===== config.mk =====
export PLATFORM = sky130hd
export DESIGN_NAME = gat_layer_scheduler
export DESIGN_NICKNAME = d
export VERILOG_FILES = /design/src/rtl/gat_layer_scheduler.sv
export SDC_FILE = /design/constraint.sdc
export NUM_CORES = 1
export LEC_CHECK = 0
export ABC_AREA = 1
export CORE_UTILIZATION = 25
export CTS_BUF_LIST = sky130_fd_sc_hd__clkbuf_8 sky130_fd_sc_hd__clkbuf_16
export DETAILED_ROUTE_END_ITERATION = 8
export PLACE_DENSITY = 0.53
export SETUP_SLACK_MARGIN = 0.05
export SYNTH_ARGS = -nofsm -noshare
export SYNTH_HDL_FRONTEND = slang
export SYNTH_SLANG_ARGS = --single-unit

===== constraint.sdc =====
create_clock -name clk -period 5.4 [get_ports clk]
set_input_delay 0.54 -clock clk [delete_from_list [all_inputs] [get_ports clk]]
set_output_delay 0.54 -clock clk [all_outputs]
set_load 0.01 [all_outputs]

===== src/rtl/gat_layer_scheduler.sv =====
// gat_layer_scheduler: runs NUM_LAYERS GAT passes and streams each layer's features.
// Optional watchdog on the RUN wait is built when GAT_SCHED_WDT_EN is defined.
module gat_layer_scheduler #(
    parameter int          NUM_LAYERS  = 2,
    parameter int          FEAT_DEPTH  = 43328,
    parameter int          FEAT_WIDTH  = 32,
    parameter int          FEAT_ADDR_W = $clog2(FEAT_DEPTH),
    parameter int          RD_LAT      = 2,
    parameter int          FIFO_DEPTH  = 4,
    parameter logic [31:0] WDT_CYCLES  = 32'd16777216
) (
    input  logic                              clk,
    input  logic                              rst,
    input  logic                              start,
    input  logic                              h_data_load_done_in,
    input  logic                              h_node_info_load_done_in,
    input  logic                              wgt_load_done_in,
    input  logic                              gat_ready,
    input  logic [FEAT_WIDTH-1:0]             feat_bram_dout,
    input  logic                              out_ready,
    output logic                              gat_layer,
    output logic                              h_data_bram_load_done,
    output logic                              h_node_info_bram_load_done,
    output logic                              wgt_bram_load_done,
    output logic [FEAT_ADDR_W+1:0]            feat_bram_addrb,
    output logic                              out_valid,
    output logic [FEAT_WIDTH-1:0]             out_data,
    output logic                              out_last,
    output logic [$clog2(NUM_LAYERS):0]       layer_idx,
    output logic                              reload_req,
    output logic                              busy,
    output logic                              done,
    output logic                              err
);

    localparam int LW = $clog2(NUM_LAYERS) + 1;
    localparam int IW = FEAT_ADDR_W + 1;
    localparam int PW = (FIFO_DEPTH > 1) ? $clog2(FIFO_DEPTH) : 1;
    localparam int CW = $clog2(FIFO_DEPTH + 1);
    localparam int SW = $clog2(FIFO_DEPTH + RD_LAT + 1);

    typedef enum logic [2:0] {
        IDLE,
        LOAD,
        RUN,
        READOUT,
        NEXT,
        DONE
    } state_t;

    state_t          state;
    logic            h_flag;
    logic            n_flag;
    logic            w_flag;
    logic            run_q;
    logic            rdy_q;
    logic            rdy_q2;
    logic            rdy_rise;
    logic            wdt_hit;
    logic [IW-1:0]   rd_idx;
    logic [RD_LAT-1:0] vpipe;
    logic [RD_LAT-1:0] lpipe;
    logic [FEAT_WIDTH-1:0] fifo_data [FIFO_DEPTH];
    logic [FIFO_DEPTH-1:0] fifo_last;
    logic [PW-1:0]   wr_ptr;
    logic [PW-1:0]   rd_ptr;
    logic [CW-1:0]   fifo_count;
    logic [SW-1:0]   occupancy;
    logic            issue;
    logic            last_issue;
    logic            push;
    logic            pop;

    function automatic logic [PW-1:0] ptr_inc(input logic [PW-1:0] p);
        return (p == PW'(FIFO_DEPTH - 1)) ? '0 : p + PW'(1);
    endfunction

    assign h_data_bram_load_done      = run_q;
    assign h_node_info_bram_load_done = run_q;
    assign wgt_bram_load_done         = run_q;

    assign rdy_rise = rdy_q & ~rdy_q2;

    // Words still in the BRAM pipe count against FIFO space so nothing overflows.
    always_comb begin
        occupancy = SW'(fifo_count);
        for (int i = 0; i < RD_LAT; i++) begin
            occupancy = occupancy + SW'(vpipe[i]);
        end
    end

    assign issue      = (state == READOUT) &&
                        (rd_idx < IW'(FEAT_DEPTH)) &&
                        (occupancy < SW'(FIFO_DEPTH));
    assign last_issue = (rd_idx == IW'(FEAT_DEPTH - 1));
    assign push       = vpipe[RD_LAT-1];
    assign out_valid  = (fifo_count != '0);
    assign pop        = out_valid & out_ready;
    assign out_data   = out_valid ? fifo_data[rd_ptr] : '0;
    assign out_last   = out_valid & fifo_last[rd_ptr];

`ifdef GAT_SCHED_WDT_EN
    logic [31:0] wdt_cnt;

    always_ff @(posedge clk) begin
        if (rst || state != RUN) begin
            wdt_cnt <= '0;
        end else begin
            wdt_cnt <= wdt_cnt + 32'd1;
        end
    end

    assign wdt_hit = (state == RUN) && (wdt_cnt == WDT_CYCLES - 32'd1);
`else
    assign wdt_hit = 1'b0;
    assign err     = 1'b0;
`endif

    always_ff @(posedge clk) begin
        if (rst) begin
            state      <= IDLE;
            h_flag     <= 1'b0;
            n_flag     <= 1'b0;
            w_flag     <= 1'b0;
            run_q      <= 1'b0;
            rdy_q      <= 1'b0;
            rdy_q2     <= 1'b0;
            gat_layer  <= 1'b0;
            layer_idx  <= '0;
            reload_req <= 1'b0;
            busy       <= 1'b0;
            done       <= 1'b0;
`ifdef GAT_SCHED_WDT_EN
            err        <= 1'b0;
`endif
        end else begin
            rdy_q      <= gat_ready;
            rdy_q2     <= rdy_q;
            reload_req <= 1'b0;
            if (h_data_load_done_in)      h_flag <= 1'b1;
            if (h_node_info_load_done_in) n_flag <= 1'b1;
            if (wgt_load_done_in)         w_flag <= 1'b1;
            unique case (state)
                IDLE, DONE: begin
                    if (start) begin
                        state     <= LOAD;
                        layer_idx <= '0;
                        gat_layer <= 1'b0;
                        busy      <= 1'b1;
                        done      <= 1'b0;
                        h_flag    <= 1'b0;
                        n_flag    <= 1'b0;
                        w_flag    <= 1'b0;
`ifdef GAT_SCHED_WDT_EN
                        err       <= 1'b0;
`endif
                    end
                end
                LOAD: begin
                    if (h_flag && n_flag && w_flag) begin
                        state <= RUN;
                        run_q <= 1'b1;
                    end
                end
                RUN: begin
                    if (wdt_hit) begin
                        state <= IDLE;
                        run_q <= 1'b0;
                        busy  <= 1'b0;
`ifdef GAT_SCHED_WDT_EN
                        err   <= 1'b1;
`endif
                    end else if (rdy_rise) begin
                        state <= READOUT;
                        run_q <= 1'b0;
                    end
                end
                READOUT: begin
                    if (pop && out_last) begin
                        if (layer_idx == LW'(NUM_LAYERS - 1)) begin
                            state <= DONE;
                            busy  <= 1'b0;
                            done  <= 1'b1;
                        end else begin
                            state      <= NEXT;
                            layer_idx  <= layer_idx + LW'(1);
                            reload_req <= 1'b1;
                        end
                    end
                end
                NEXT: begin
                    state     <= LOAD;
                    gat_layer <= layer_idx[0];
                    h_flag    <= 1'b0;
                    n_flag    <= 1'b0;
                    w_flag    <= 1'b0;
                end
                default: begin
                    state <= IDLE;
                    run_q <= 1'b0;
                    busy  <= 1'b0;
                end
            endcase
        end
    end

    always_ff @(posedge clk) begin
        if (rst) begin
            rd_idx          <= '0;
            feat_bram_addrb <= '0;
            vpipe           <= '0;
            lpipe           <= '0;
        end else begin
            if (state != READOUT) begin
                rd_idx <= '0;
            end else if (issue) begin
                rd_idx <= rd_idx + IW'(1);
            end
            if (issue) begin
                feat_bram_addrb <= {rd_idx[FEAT_ADDR_W-1:0], 2'b00};
            end
            vpipe[0] <= issue;
            lpipe[0] <= issue & last_issue;
            for (int i = 1; i < RD_LAT; i++) begin
                vpipe[i] <= vpipe[i-1];
                lpipe[i] <= lpipe[i-1];
            end
        end
    end

    always_ff @(posedge clk) begin
        if (rst) begin
            wr_ptr     <= '0;
            rd_ptr     <= '0;
            fifo_count <= '0;
        end else begin
            if (push) wr_ptr <= ptr_inc(wr_ptr);
            if (pop)  rd_ptr <= ptr_inc(rd_ptr);
            unique case ({push, pop})
                2'b10:   fifo_count <= fifo_count + CW'(1);
                2'b01:   fifo_count <= fifo_count - CW'(1);
                default: fifo_count <= fifo_count;
            endcase
        end
    end

    always_ff @(posedge clk) begin
        if (push) begin
            fifo_data[wr_ptr] <= feat_bram_dout;
            fifo_last[wr_ptr] <= lpipe[RD_LAT-1];
        end
    end

endmodule


==> impl_summary.txt <==
----------------------------------------------------
[Final layout]
  Area occupied by multi-input gates ... 2390 µm²
  Final-layout fill cell count ... 3218
  Area added between synthesis and finish ... 24.3%
  Layout cell share with drive strength beyond 1 ... 0.0590
  Commonest cells after routing, fill and taps aside ... nor2_1 (206), edfxtp_1 (132), clkdlybuf4s50_1 (98)
  Number of nets at the end of the flow ... 935
  Area of all sequential standard cells ... 5190 µm²
  Diodes inserted ... 0
  Most common cell after layout, fill and taps aside ... nor2_1
  Non-Filler Cell Area, Final ... approximately 9900 µm²
  Share of the core filled with cells ... 0.315

[Synth]
  Fraction of synthesized cell area taken by the top area cell type ... 0.497
  Total of flip-flops plus latches after synthesis ... 193
  Adder and majority gate portion of the synthesized area ... 0.0166
  Synth Instances ... ~800
  Post-synth EDFFs ... ~130
  Sequential-to-total area share from yosys stat ... 0.650
  Largest cells by area after synthesis ... edfxtp_1 (50%), dfxtp_1 (15%), nor2_1 (9.7%), o21ai_0 (5.6%), nand2_1 (4.4%)
  Number of warnings issued by yosys ... 0
  Area of the mapped netlist ... 7970 µm²
  Mean post-synth cell area ... between 9 and 10 µm²
  Area fraction in and, or, nand and nor cells after synthesis ... 0.172
  Fraction of synthesized cell area in xor and xnor cells ... 0.0132
  Async S/R FF share, synth ... 0
  Main combinational cell family by area after synthesis ... simple AND/OR/NAND/NOR gates
  Main synth FF type ... edfxtp_1
  Synth unique cells ... 30
  Cell type with the highest aggregate area in the netlist ... edfxtp_1
  Synth Area in Compound Gates ... 0.0973
  Share of cell area taken by muxes after synthesis ... 0

[Min path]
  Worst Hold Path Cells ... 2
  Class of the tightest hold or removal check ... register to register
  Startpoint of the most critical hold path ... lpipe[0]
  End point of the worst hold path ... lpipe[1]

[Global routing]
  Remaining global-route overflow ... 0
  Overall fraction of global-route tracks in use ... 0.118
  Initial antenna violation count ... 0
  Largest net degree at the start of global routing ... 65
  Global-route wire length before repair ... between 20 and 30 mm
  Via count of the first global-routing pass ... 5472

[Place]
  DP Area ... 9290 µm²
  Routability cong. ... ~0.77
  Placed wire-length estimate after detailed placement ... 11.4 mm
  Count of buffers inserted at the top-level ports ... 98

[Worst setup path]
  Worst setup SP type ... register
  Buffers and inverters on the worst path ... 3
  Startpoint of the worst register-to-register path ... fifo_count[1]
  Slack of the worst reg-to-reg path ... 3.11 ns
  Critical path data required time ... about 4.9 ns
  Slowest stage cell on the critical path ... dfxtp_2
  Top Family by Delay on Critical Path ... buffers and inverters
  Critical path arrival ... about 3.2 ns
  Crit Reg-Reg Endpoint ... fifo_count[2]
  Worst reg2reg path depth ... 10
  Crit Path Max Fanout ... 33
  Critical path capture point type ... output pin
  Largest stage delay, worst path ... 0.86 ns
  Cell breakdown of the critical path ... inv_1, buf_4, nor2_1, o21ai_0, a21oi_1, clkdlybuf4s50_1
  Type of the worst setup path ... register to output pin

[Drt]
  Avg WL per Cell ... about 14 µm
  Detailed Routing Iterations Pass 1 ... 4
  Violation count after the first detailed-route iteration ... 331
  Wirelength, routed ... 18.8 mm
  Vias per std cell ... roughly 4.3
  Final ANT Viol Nets ... 0
  # DRC ... 0
  Routed vias ... roughly 5600

[Clocking]
  TritonCTS clock tree ... done
  Number of gates resized after CTS ... 0
  Count of hold buffers inserted by post-cts repair ... 0
  Maximum buffer depth of the clock tree ... 2
  TritonCTS buffer count ... 17
  Clock insertion delay at the later pin of the skew report ... ~0.43 ns
  Number of setup buffers added after CTS ... 0
  Clock root buffer ... clkbuf_16
  Clock slew at the register clock pins of the worst setup and hold paths ... 0.08 ns
  Total clock sinks ... 193
  H-tree level count ... 4

[Floorplan]
  Core footprint ... 31500 µm²
  Initial Util ... 0.253
  I/O pins ... 102
  Cell row count ... 65
  Die ar. ... between 30000 and 40000 µm²
  Die X ... around 180 µm
  Chip height ... 181 µm

[STA]
  Peak clock frequency supported by timing ... between 0.2 and 0.3 GHz
  Slew at the pin closest to its max-slew limit ... between 1 and 1.5 ns
  RSZ-0062 raised after global routing ... false
  Total count of hold-check failures in the final report ... 0
  Final count of negative-setup-slack endpoints ... 0
  Setup TNS after final layout ... 0 ns
  Setup Skew ... 0.0208 ns
  Post-layout minimum cycle time ... ~3.7 ns
  Remaining max-slew budget at the tightest pin ... 0.290
  Number of slew-limit violations in the final report ... 0
  Period Utilization, post-route ... 0.683

[Power and ir drop]
  Leak ... 3.36 nW
  Power per standard cell area ... 334 nW/µm²
  Proportion of total power due to net switching ... 0.269
  NetSw ... slightly below 900 µW
  Share of total power in the clock network ... 0.387
  Register share of total power ... 0.498
  Relative contribution of combinational cells to total power ... 0.115
  Worst VDD drop ... around 160 µV
  Int Pwr ... 2.42 mW

[Run]
  Max-cap check violation count ... 0

[Run status]
  Run status ... finished clean

----------------------------------------------------
## metrics by stage
stage	instances	power, mW	hold WS [ns]	setup slack (ns)
global placement	1268	2.07	0.403	2.13
CTS	1300	3.37	0.414	1.56
detailed placement	1268	2.07	0.410	2.04
finish	1300	3.31	0.408	1.71
global route	1300	3.47	0.428	1.43
floorplan	806	1.90	0.388	3.53
## worst min-delay path: stages (launching register included)
cell	delay [ns]
dfxtp_1	0.30
inv_1	0.04
nor2_1	0.03
## power by group through the flow
stage,logic [mW],registers [mW],clock network (mW)
after floorplan,0.217,1.69,0
after global placement,0.383,1.68,0
after detailed placement,0.385,1.68,0
after CTS,0.387,1.65,1.33
after global routing,0.428,1.66,1.39
final,0.381,1.65,1.28
## cells in the mapped netlist (2+ instances only)
| library cell | number |
|---|---|
| nor2_1 | 206 |
| edfxtp_1 | 132 |
| nand2_1 | 94 |
| o21ai_0 | 89 |
| a21oi_1 | 65 |
| dfxtp_1 | 61 |
| inv_1 | 48 |
| nand3_1 | 21 |
| clkbuf_1 | 19 |
| ha_1 | 9 |
| xor2_1 | 9 |
| buf_1 | 8 |
| buf_4 | 6 |
| nor3_1 | 5 |
| buf_2 | 4 |
| nand4_1 | 4 |
| clkbuf_2 | 3 |
| inv_2 | 3 |
| nor2_4 | 3 |
| xnor2_1 | 3 |
| buf_6 | 2 |
| nand3_2 | 2 |
## how the worst max path moves through the flow
stage,start,to,slack [ns],cells after the start
after CTS,register,out_data[28],1.56,6
after global placement,register,out_data[28],2.13,6
after detailed placement,register,out_data[28],2.04,6
final,register,out_data[5],1.71,6
after floorplan,out_ready,fifo_count[2],3.53,9
after global routing,register,out_data[25],1.43,6
## metal layers
| metal | share of wire | routed length (µm) | track usage | up-vias |
|---|---|---|---|---|
| met2 | 0.48 | 8960 | 0.197 | 120 |
| met3 | 0.037 | 694 | 0.0271 | 10 |
| met1 | 0.48 | 9030 | 0.155 | 2676 |
| met5 | 0 | 0 | 0 | - |
| met4 | 0.0065 | 123 | 0.0263 | 0 |
| li1 | - | - | - | 2837 |
## state kept, by name (all words and copies together) (netlist names), 2 cells and up, named ones only
register	cells
feat_bram_addrb	16
fifo_count	3
fifo_data	128
fifo_last	4
layer_idx	2
lpipe	2
rd_idx	17
rd_ptr	2
state	3
vpipe	2
wr_ptr	2
## layout make-up
type | count | share of cell area
Sequential cell | 193 | 0.524
Clock inverter | 15 | 0.0191
Timing Repair Buffer | 102 | 0.102
Multi-Input combinational cell | 519 | 0.242
Clock buffer | 17 | 0.0429
Tap cell | 402 | 0.0508
Inverter | 52 | 0.0197
## logic make-up after synthesis
group           after synthesis
fa+ha+maj                    10
buf+inv                      94
xor+xnor                     12
other cells                   1
simple gates                339
compound gates              155
flops                       193
Note: power is estimated with default switching activity, not from simulation.
